===== src/rtl/dev_pkg.sv =====
// ============================================================================
// dev_pkg : link states, detector bit indices and safe detector view
// Rev 1.0
// ============================================================================
`default_nettype none

package dev_pkg;

   localparam logic [1:0] LINK_DOWN = 2'd0;
   localparam logic [1:0] SYNC      = 2'd1;
   localparam logic [1:0] LINK_UP   = 2'd2;

   localparam int DET_FRONT = 0;
   localparam int DET_LEFT  = 1;
   localparam int DET_RIGHT = 2;
   localparam int DET_BACK  = 3;

   localparam logic [3:0] DET_SAFE = 4'b1111;

endpackage

`default_nettype wire


===== src/rtl/det_bit_debounce.sv =====
// ============================================================================
// det_bit_debounce : per-bit candidate plus saturating match counter
// Rev 1.0
// ============================================================================
`default_nettype none

module det_bit_debounce #(
   parameter int unsigned STABLE_CNT = 3
) (
   input  logic clk,
   input  logic rst,
   input  logic i_clear,
   input  logic i_seed,
   input  logic i_update,
   input  logic i_bit,
   output logic o_cand,
   output logic o_ready
);

   localparam logic [3:0] C_STABLE = 4'(STABLE_CNT);

   logic       r_cand;
   logic [3:0] r_cnt;

   // A seed always restarts the run, regardless of the current candidate
   always_ff @(posedge clk) begin
      if (rst || i_clear) begin
         r_cand <= 1'b1;
         r_cnt  <= 4'd0;
      end else if (i_seed || (i_update && (i_bit != r_cand))) begin
         r_cand <= i_bit;
         r_cnt  <= 4'd1;
      end else if (i_update && (r_cnt < C_STABLE)) begin
         r_cnt  <= r_cnt + 4'd1;
      end
   end

   assign o_cand  = r_cand;
   assign o_ready = (r_cnt == C_STABLE);

endmodule

`default_nettype wire


===== src/rtl/detector_filter.sv =====
// ============================================================================
// detector_filter : header check, per-bit debounce and link supervision.
// Optional statistics counters enabled by DETECTOR_FILTER_STATS_EN. Rev 1.0
// ============================================================================
`default_nettype none

module detector_filter
   import dev_pkg::*;
#(
   parameter logic [3:0]  FRAME_HDR   = 4'b0000,
   parameter int unsigned STABLE_CNT  = 3,
   parameter int unsigned TIMEOUT_CYC = 10_000_000,
   parameter int unsigned ERR_LIMIT   = 4
) (
   input  logic        sys_clk,
   input  logic        rst,
   input  logic [7:0]  rec_byte,
   input  logic        rec_valid,
   output logic [3:0]  det_stable,
   output logic [3:0]  det_rise,
   output logic [3:0]  det_fall,
   output logic        link_ok,
   output logic [15:0] frame_cnt,
   output logic [15:0] err_cnt
);

   localparam int TW = (TIMEOUT_CYC > 1) ? $clog2(TIMEOUT_CYC) : 1;
   localparam int EW = $clog2(ERR_LIMIT + 1);
   localparam logic [TW-1:0] C_TMAX     = TW'(TIMEOUT_CYC - 1);
   localparam logic [EW-1:0] C_ERR_LAST = EW'(ERR_LIMIT - 1);

   logic [1:0]    r_state;
   logic [1:0]    w_state_next;
   logic [TW-1:0] r_timer;
   logic [EW-1:0] r_err;
   logic [3:0]    r_stable;
   logic [3:0]    r_rise;
   logic [3:0]    r_fall;
   logic [3:0]    w_stable_next;
   logic [3:0]    w_cand;
   logic [3:0]    w_ready;

   logic w_valid, w_bad, w_expire, w_err_hit, w_drop, w_seed, w_update, w_all_ready;

   assign w_valid     = rec_valid && (rec_byte[7:4] == FRAME_HDR);
   assign w_bad       = rec_valid && (rec_byte[7:4] != FRAME_HDR);
   // A valid frame arriving on the expiry cycle reloads the timer instead
   assign w_expire    = (r_timer == C_TMAX) && !w_valid;
   assign w_err_hit   = w_bad && (r_err == C_ERR_LAST);
   assign w_drop      = (r_state != LINK_DOWN) && (w_expire || w_err_hit);
   assign w_seed      = (r_state == LINK_DOWN) && w_valid;
   assign w_update    = (r_state != LINK_DOWN) && w_valid;
   assign w_all_ready = &w_ready;

   for (genvar i = DET_FRONT; i <= DET_BACK; i++) begin : g_bit
      det_bit_debounce #(
         .STABLE_CNT (STABLE_CNT)
      ) u_deb (
         .clk      (sys_clk),
         .rst      (rst),
         .i_clear  (w_drop),
         .i_seed   (w_seed),
         .i_update (w_update),
         .i_bit    (rec_byte[i]),
         .o_cand   (w_cand[i]),
         .o_ready  (w_ready[i])
      );
   end

   always_comb begin
      w_state_next  = r_state;
      w_stable_next = DET_SAFE;
      case (r_state)
         LINK_DOWN: begin
            if (w_seed) w_state_next = SYNC;
         end
         SYNC: begin
            if (w_drop) begin
               w_state_next = LINK_DOWN;
            end else if (w_all_ready) begin
               w_state_next  = LINK_UP;
               w_stable_next = w_cand;
            end
         end
         LINK_UP: begin
            if (w_drop) begin
               w_state_next = LINK_DOWN;
            end else begin
               for (int i = 0; i < 4; i++)
                  w_stable_next[i] = w_ready[i] ? w_cand[i] : r_stable[i];
            end
         end
         default: w_state_next = LINK_DOWN;
      endcase
   end

   always_ff @(posedge sys_clk) begin
      if (rst) begin
         r_state  <= LINK_DOWN;
         r_stable <= DET_SAFE;
         r_rise   <= 4'd0;
         r_fall   <= 4'd0;
      end else begin
         r_state  <= w_state_next;
         r_stable <= w_stable_next;
         r_rise   <= w_stable_next & ~r_stable;
         r_fall   <= ~w_stable_next & r_stable;
      end
   end

   always_ff @(posedge sys_clk) begin
      if (rst || (r_state == LINK_DOWN) || w_valid || w_drop)
         r_timer <= '0;
      else
         r_timer <= r_timer + 1'b1;
   end

   always_ff @(posedge sys_clk) begin
      if (rst || w_err_hit || w_valid)
         r_err <= '0;
      else if (w_bad)
         r_err <= r_err + 1'b1;
   end

   assign det_stable = r_stable;
   assign det_rise   = r_rise;
   assign det_fall   = r_fall;
   assign link_ok    = (r_state == LINK_UP);

`ifdef DETECTOR_FILTER_STATS_EN
   logic [15:0] r_frame_cnt;
   logic [15:0] r_err_cnt;

   always_ff @(posedge sys_clk) begin
      if (rst) begin
         r_frame_cnt <= 16'h0000;
         r_err_cnt   <= 16'h0000;
      end else begin
         if (w_valid && (r_frame_cnt != 16'hFFFF)) r_frame_cnt <= r_frame_cnt + 16'd1;
         if (w_bad && (r_err_cnt != 16'hFFFF))     r_err_cnt   <= r_err_cnt + 16'd1;
      end
   end

   assign frame_cnt = r_frame_cnt;
   assign err_cnt   = r_err_cnt;
`else
   assign frame_cnt = 16'h0000;
   assign err_cnt   = 16'h0000;
`endif

endmodule

`default_nettype wire


===== config.mk =====
export PLATFORM = sky130hd
export DESIGN_NAME = detector_filter
export DESIGN_NICKNAME = d
export VERILOG_FILES = /design/src/rtl/dev_pkg.sv /design/src/rtl/det_bit_debounce.sv /design/src/rtl/detector_filter.sv
export SDC_FILE = /design/constraint.sdc
export NUM_CORES = 1
export LEC_CHECK = 0
export CAP_MARGIN = 10
export CORE_MARGIN = 4
export CORE_UTILIZATION = 47
export CTS_CLUSTER_SIZE = 8
export DETAILED_ROUTE_END_ITERATION = 10
export HOLD_SLACK_MARGIN = 0.05
export PLACE_DENSITY = 0.76
export SETUP_SLACK_MARGIN = 0.15
export SYNTH_ARGS = -nofsm -noshare
export SYNTH_HDL_FRONTEND = slang
export SYNTH_SLANG_ARGS = --single-unit

===== constraint.sdc =====
create_clock -name sys_clk -period 1.8 [get_ports sys_clk]
set_input_delay 0.36 -clock sys_clk [delete_from_list [all_inputs] [get_ports sys_clk]]
set_output_delay 0.36 -clock sys_clk [all_outputs]
set_load 0.01 [all_outputs]

== Word-level counts from Yosys, hierarchy flattened ==
Index checks and enable logic that the tools add are counted.
Cells by class
  add/subtract/negate cells: 6
  $lt $le $gt $ge: 4
  equality and inequality tests: 15
  mux-type cells: 21
  bitwise operators: 4
  reductions and logical operators: 41
Operator list (number)
  adder 24 x 1 -> 24 bit (second input constant): 1
  equality test 24 bit (second input constant): 1
  adder 4 x 1 -> 4 bit (second input constant): 4
  equality test 4 x 2 -> 1 bit (second input constant): 4
  < comparator 4 x 2 -> 1 bit (second input constant): 4
  logical AND 1 bit: 15
  two-way mux 1 bit: 12
  two-way mux 4 bit: 3
  logical OR 1 bit: 11
  nonzero test 2 bit: 5
  bitwise AND 4 bit: 2
  two-way mux 2 bit: 4
  inverter 4 bit: 2
  one-hot mux 4 bit (2 select lines): 1
  OR reduction 2 bit: 4
  one-hot mux 2 bit (3 select lines): 1
  logical NOT 4 bit: 1
  != test 1 bit: 4
  != test 2 x 1 -> 1 bit (second input constant): 2
  AND reduction 4 bit: 1
  nonzero test 4 bit: 1
  adder 3 x 1 -> 3 bit (second input constant): 1
  equality test 3 x 2 -> 1 bit (second input constant): 1
  != test 3 x 2 -> 1 bit (second input constant): 1
  other kinds (5): 5
Storage, ports and cells
  register bits: 61
  input bits: 11
  output and inout bits: 45
  word-level logic and storage cells: 109

== Longest topological paths before layout ==
  word-level depth: 10
  mapped depth: 8

== Modules after synthesis ==
From an unflattened synthesis, not the netlist that was laid out.
Unflattened totals
  cells, all modules: 341
  area, all modules: 3105.5 µm²
Modules (own cells, without submodules)
  detector_filter: times used 1, cells each 257, area an instance 2204.6 µm², seq. area each 820.8 µm²
  det_bit_debounce: times used 4, cells each 21, area an instance 225.2 µm², seq. area each 100.1 µm²

== Least setup slack after synthesis ==
Ideal clock, no wire load.
  path type: input to register
  start point: input rec_byte[5]
  end point: register r_timer[9]
  setup time: 0.062 ns
  arrival: 1.783 ns
  data required time: 1.738 ns
  slack: -0.045 ns
  cell stages on the path: 7
  buffers on the path: 2
  cell sequence: o41a_1 nand2_2 o31ai_2 or4_1 buf_2 buf_6 nor2_2
Between the ends
  longest elaborated chain between the ends: 7
Ends and longest elaborated chain
  start, declared: line detector_filter.sv:17  | input logic [7:0] rec_byte,
  logical NOT 4 bit: line detector_filter.sv:45  | assign w_valid = rec_valid && (rec_byte[7:4] == FRAME_HDR);
  logical AND 1 bit: line detector_filter.sv:45
  logical NOT 1 bit: line detector_filter.sv:48  | assign w_expire = (r_timer == C_TMAX) && !w_valid;
  logical AND 1 bit: line detector_filter.sv:48
  logical OR 1 bit: line detector_filter.sv:50  | assign w_drop = (r_state != LINK_DOWN) && (w_expire || w_err_hit);
  logical AND 1 bit: line detector_filter.sv:50
  logical OR 1 bit *: line detector_filter.sv:112  | if (rst || (r_state == LINK_DOWN) || w_valid || w_drop)
  end signal, assigned: line detector_filter.sv:115  | r_timer <= r_timer + 1'b1;
  end, declared: line detector_filter.sv:34  | logic [TW-1:0] r_timer;
Every way passes the cells marked *; elsewhere a longest branch is shown, timed or not.
A chain may end at the register's enable or synchronous reset.

== Worst setup path after layout ==
  start point: register r_timer[9]
  end point: register r_fall[0] (netlist: det_fall[0])
Between the ends
  longest elaborated chain between the ends: 8
Ends and longest elaborated chain
  equality test 24 bit *: line detector_filter.sv:48
  logical AND 1 bit *: line detector_filter.sv:48
  logical OR 1 bit *: line detector_filter.sv:50
  logical AND 1 bit *: line detector_filter.sv:50
  two-way mux 4 bit (on tied branches): line detector_filter.sv:86, detector_filter.sv:78
  one-hot mux 4 bit (2 select lines) *: line detector_filter.sv:73  | case (r_state)
  inverter 4 bit *: line detector_filter.sv:107  | r_fall <= ~w_stable_next & r_stable;
  bitwise AND 4 bit *: line detector_filter.sv:107
  end signal, assigned: line detector_filter.sv:107
  end, declared: line detector_filter.sv:38  | logic [3:0] r_fall;
Marked as above.

==> summary.md <==
| Metric | Value |
|---|---|
| Maximum fanout along the worst path | `4` |
| Min Tclk post-route | `1880 ps` |
| Max H-tree Level | `3` |
| CTS tree | `done` |
| WL/cell | `18.5 µm` |
| P&R area growth vs syn | `53.1%` |
| Starting density of the core | `49.7%` |
| Met2 WL | `5.13 mm` |
| DRT iter0 DRCs | `126` |
| First-pass GRT wire length | `13.5 mm` |
| Number of global-route vias before repair | `2,786` |
| Remaining DRCs | `0` |
| Slew HR | `53.3%` |
| P_leak | `1.76 nW` |
| Compound-Gate Fraction of Synth Area | `8.22%` |
| Core box area | `6100 µm²` |
| Setup crit end kind | `register` |
| Router iterations before antenna repair | `4` |
| Slew Limit Fails | `0` |
| Leading area contributor after synthesis | `dfxtp_1` |
| Crit path launch type | `register` |
| Ys Warns | `0` |
| Layout Utilization | `76.1%` |
| Final Hold Vio Count | `0` |
| GRT Residual Overflow | `0` |
| Post-synthesis cell type count | `45` |
| Crit-path cells | `nand2_2, or4_4, o311ai_4, buf_6, o21ai_4, and4b_1` |
| I/O pins | `56` |
| Wire length on met1 | `3.48 mm` |
| Largest net degree at the start of global routing | `18` |
| Clk root buf | `clkbuf_8` |
| Peak per-stage delay on the critical path | `560 ps` |
| Final Setup Violations | `18` |
| Pwr Total | `0.00334 W` |
| Synth Area in Simple Gates | `24.7%` |
| Vias per inst | `5.40` |
| Clk buf depth | `2` |
| Initial antenna violation count | `0` |
| Setup TNS | `-529 ps` |
| Worst Path Buf+Inv | `1` |
| Worst hold path class | `register to register` |
| Setup WS pre-CTS | `-532 ps` |
| Final worst setup slack | `-75.3 ps` |
| CP max stage cell | `or4_4` |
| Violated checks | `setup timing` |
| DIE AREA | `7800 µm²` |
| Final wirelength | `9.44 mm` |
| EDFF count, synth | `0` |
| Layout cells sized above 1 | `48.3%` |
| Arrival @ worst endpoint | `2100 ps` |
| Delay-heaviest family, CP | `simple AND/OR/NAND/NOR gates` |
| Power per cell area | `720 nW/µm²` |
| Largest family of logic cells by synthesized area | `simple AND/OR/NAND/NOR gates` |
| GRT Total Usage | `22.7%` |
| DR WL met3 | `528 µm` |
| Sinks on Clock Net | `61` |
| Number of buffers created by CTS | `9` |
| Synth Register Bits | `61` |
| Final worst path period share | `104%` |
| Largest cells by area after synthesis | `dfxtp_1 (40%), buf_4 (7.9%), xnor2_1 (4.9%)` |
| Die Wd | `88.3 µm` |
| Synth top area share | `40.3%` |
| Clock-pin slew on the worst setup and hold paths | `70 ps` |
| Port Buffers | `23` |
| Number of diodes | `0` |
| Worst-margin pin slew | `693 ps` |
| Adder-Cell Fraction of Synth Area | `4.13%` |
| Critical Path RT | `2030 ps` |
| Cts hold-fix bufs | `0` |
| Top FF cell, synth | `dfxtp_1` |
| Antenna-violating nets left | `0` |
| RSZ-0062 raised after global routing | `true` |
| MaxCap Viol Count | `0` |
| VDD IR max | `0.823 mV` |
| Top Metal Used | `met4` |
| Async S/R FF share, synth | `0%` |
| Clock Skew | `7.86 ps` |
| Final nets | `451` |
| Die span in y | `88.3 µm` |
| Xor/xnor cell area share of the yosys netlist | `8.67%` |
| Critical path class | `register to register` |
| Mux cell area share after synthesis | `3.14%` |
| Status | `finished, violations left` |
| Avg Cell Area, Syn | `9.16 µm²` |
| Num rows | `28` |
| Hpwl dp | `4.90 mm` |
| RePlAce Congestion | `0.880` |
| Mapped Area | `3030 µm²` |
| Fmax | `0.533 GHz` |
| Sequential area share after synthesis | `40.3%` |
| Vias | `2,756` |
| Hold slack final | `508 ps` |
| Synth Instances | `331` |
| Skew-Pair Late Insertion Delay | `340 ps` |
-- through the flow --
| stage | cell area, µm² | std cells |
|---|---|---|
| floorplan | 3150 | 362 |
| global placement | 3610 | 475 |
| detailed placement | 3610 | 475 |
| CTS | 4300 | 501 |
| global route | 4640 | 510 |
| finish | 4640 | 510 |
-- flip-flops by register name (all words and copies together) (netlist names) --
register	flops
det_fall	4
det_rise	4
det_stable	4
g_bit.u_deb.o_cand	4
g_bit.u_deb.r_cnt	16
r_err	3
r_state	2
r_timer	24
-- cells in the final DEF (no fill, tap or decap), types with 6 or more instances in the layout --
cell	count
clkbuf_8	11
ha_4	7
nand2_1	14
nor2_4	12
xnor2_1	17
nor3_1	11
nor2_2	12
nor2_1	7
clkdlybuf4s50_1	13
conb_1	32
nand3_1	13
dfxtp_2	21
and3_4	11
dlygate4sd2_1	6
nand3_2	6
xor2_1	13
buf_4	62
buf_6	9
nand4_1	6
dfxtp_1	40
inv_1	9
-- final timing paths --
| path | start | endpoint | slack, ps | cells past startpoint |
|---|---|---|---|---|
| hold reg to reg | det_stable[1] | det_rise[1] | 510 | 1 |
| setup reg to reg | r_timer[9] | det_fall[0] | -80 | 6 |
| hold / removal | det_stable[1] | det_rise[1] | 510 | 1 |
| setup / recovery | r_timer[9] | det_fall[0] | -80 | 6 |
-- power breakdown --
| group | switching (W) | leakage (nW) | total [W] | internal [W] |
|---|---|---|---|---|
| Clock | 0.000542 | 0.116 | 0.00139 | 0.000851 |
| Combinational | 0.000303 | 1.14 | 0.000520 | 0.000218 |
| Sequential | 0.0000356 | 0.503 | 0.00142 | 0.00139 |
| Total | 0.000881 | 1.76 | 0.00334 | 0.00246 |
-- cell usage after synthesis, types with 2 or more instances --
cell type  count
buf_2          2
a21o_1         2
o21ai_0       13
xor2_1        13
a31oi_1        4
buf_6          2
and4_1         2
buf_4         32
xnor2_1       17
a21oi_1        9
nand2_1       16
inv_1          9
nor3b_1        6
nor3_1        14
nand3b_1       4
and3_1        15
nor2_1        20
nor4bb_1       2
mux2i_1        5
ha_1          10
dfxtp_1       61
nor2_2        11
a211oi_1       4
and2_1         3
nand3_1       20
clkbuf_1       4
nand4_1        6
mux2_2         4
nor4_1         2
and4b_1        4
-- routing by layer --
metal  GRT usage, %  up-vias
li1               -     1297
met1           25.0     1324
met2           39.9      100
met3           7.17       35
met4           10.3        0
met5              0        -
-- kinds of logic after synthesis --
group                    count (synthesis)
other                                    1
XOR/XNOR                                30
flip-flops                              61
adder cells (fa/ha/maj)                 10
AO/OA/AOI/OAI                           38
multiplexers                             9
buffers and inverters                   50
AND/OR/NAND/NOR                        132
-- cell type report --
cell class,count,area [µm²]
fill,380,1460
multi-input combinational,251,2160
tap,75,93.8
timing repair buffer,98,877
inverter,9,33.8
clock buffer,12,155
sequential,61,1250
clock inverter,4,70.1
-- what timing repair did --
action | in CTS | in global routing
gates cloned | 4 | 0
endpoints found under the setup margin | 62 | 59
resized for setup | 108 | 65
setup buffers | 6 | 9
pin swaps | 38 | 18
No activity file was read; power rests on OpenSTA's default activity.
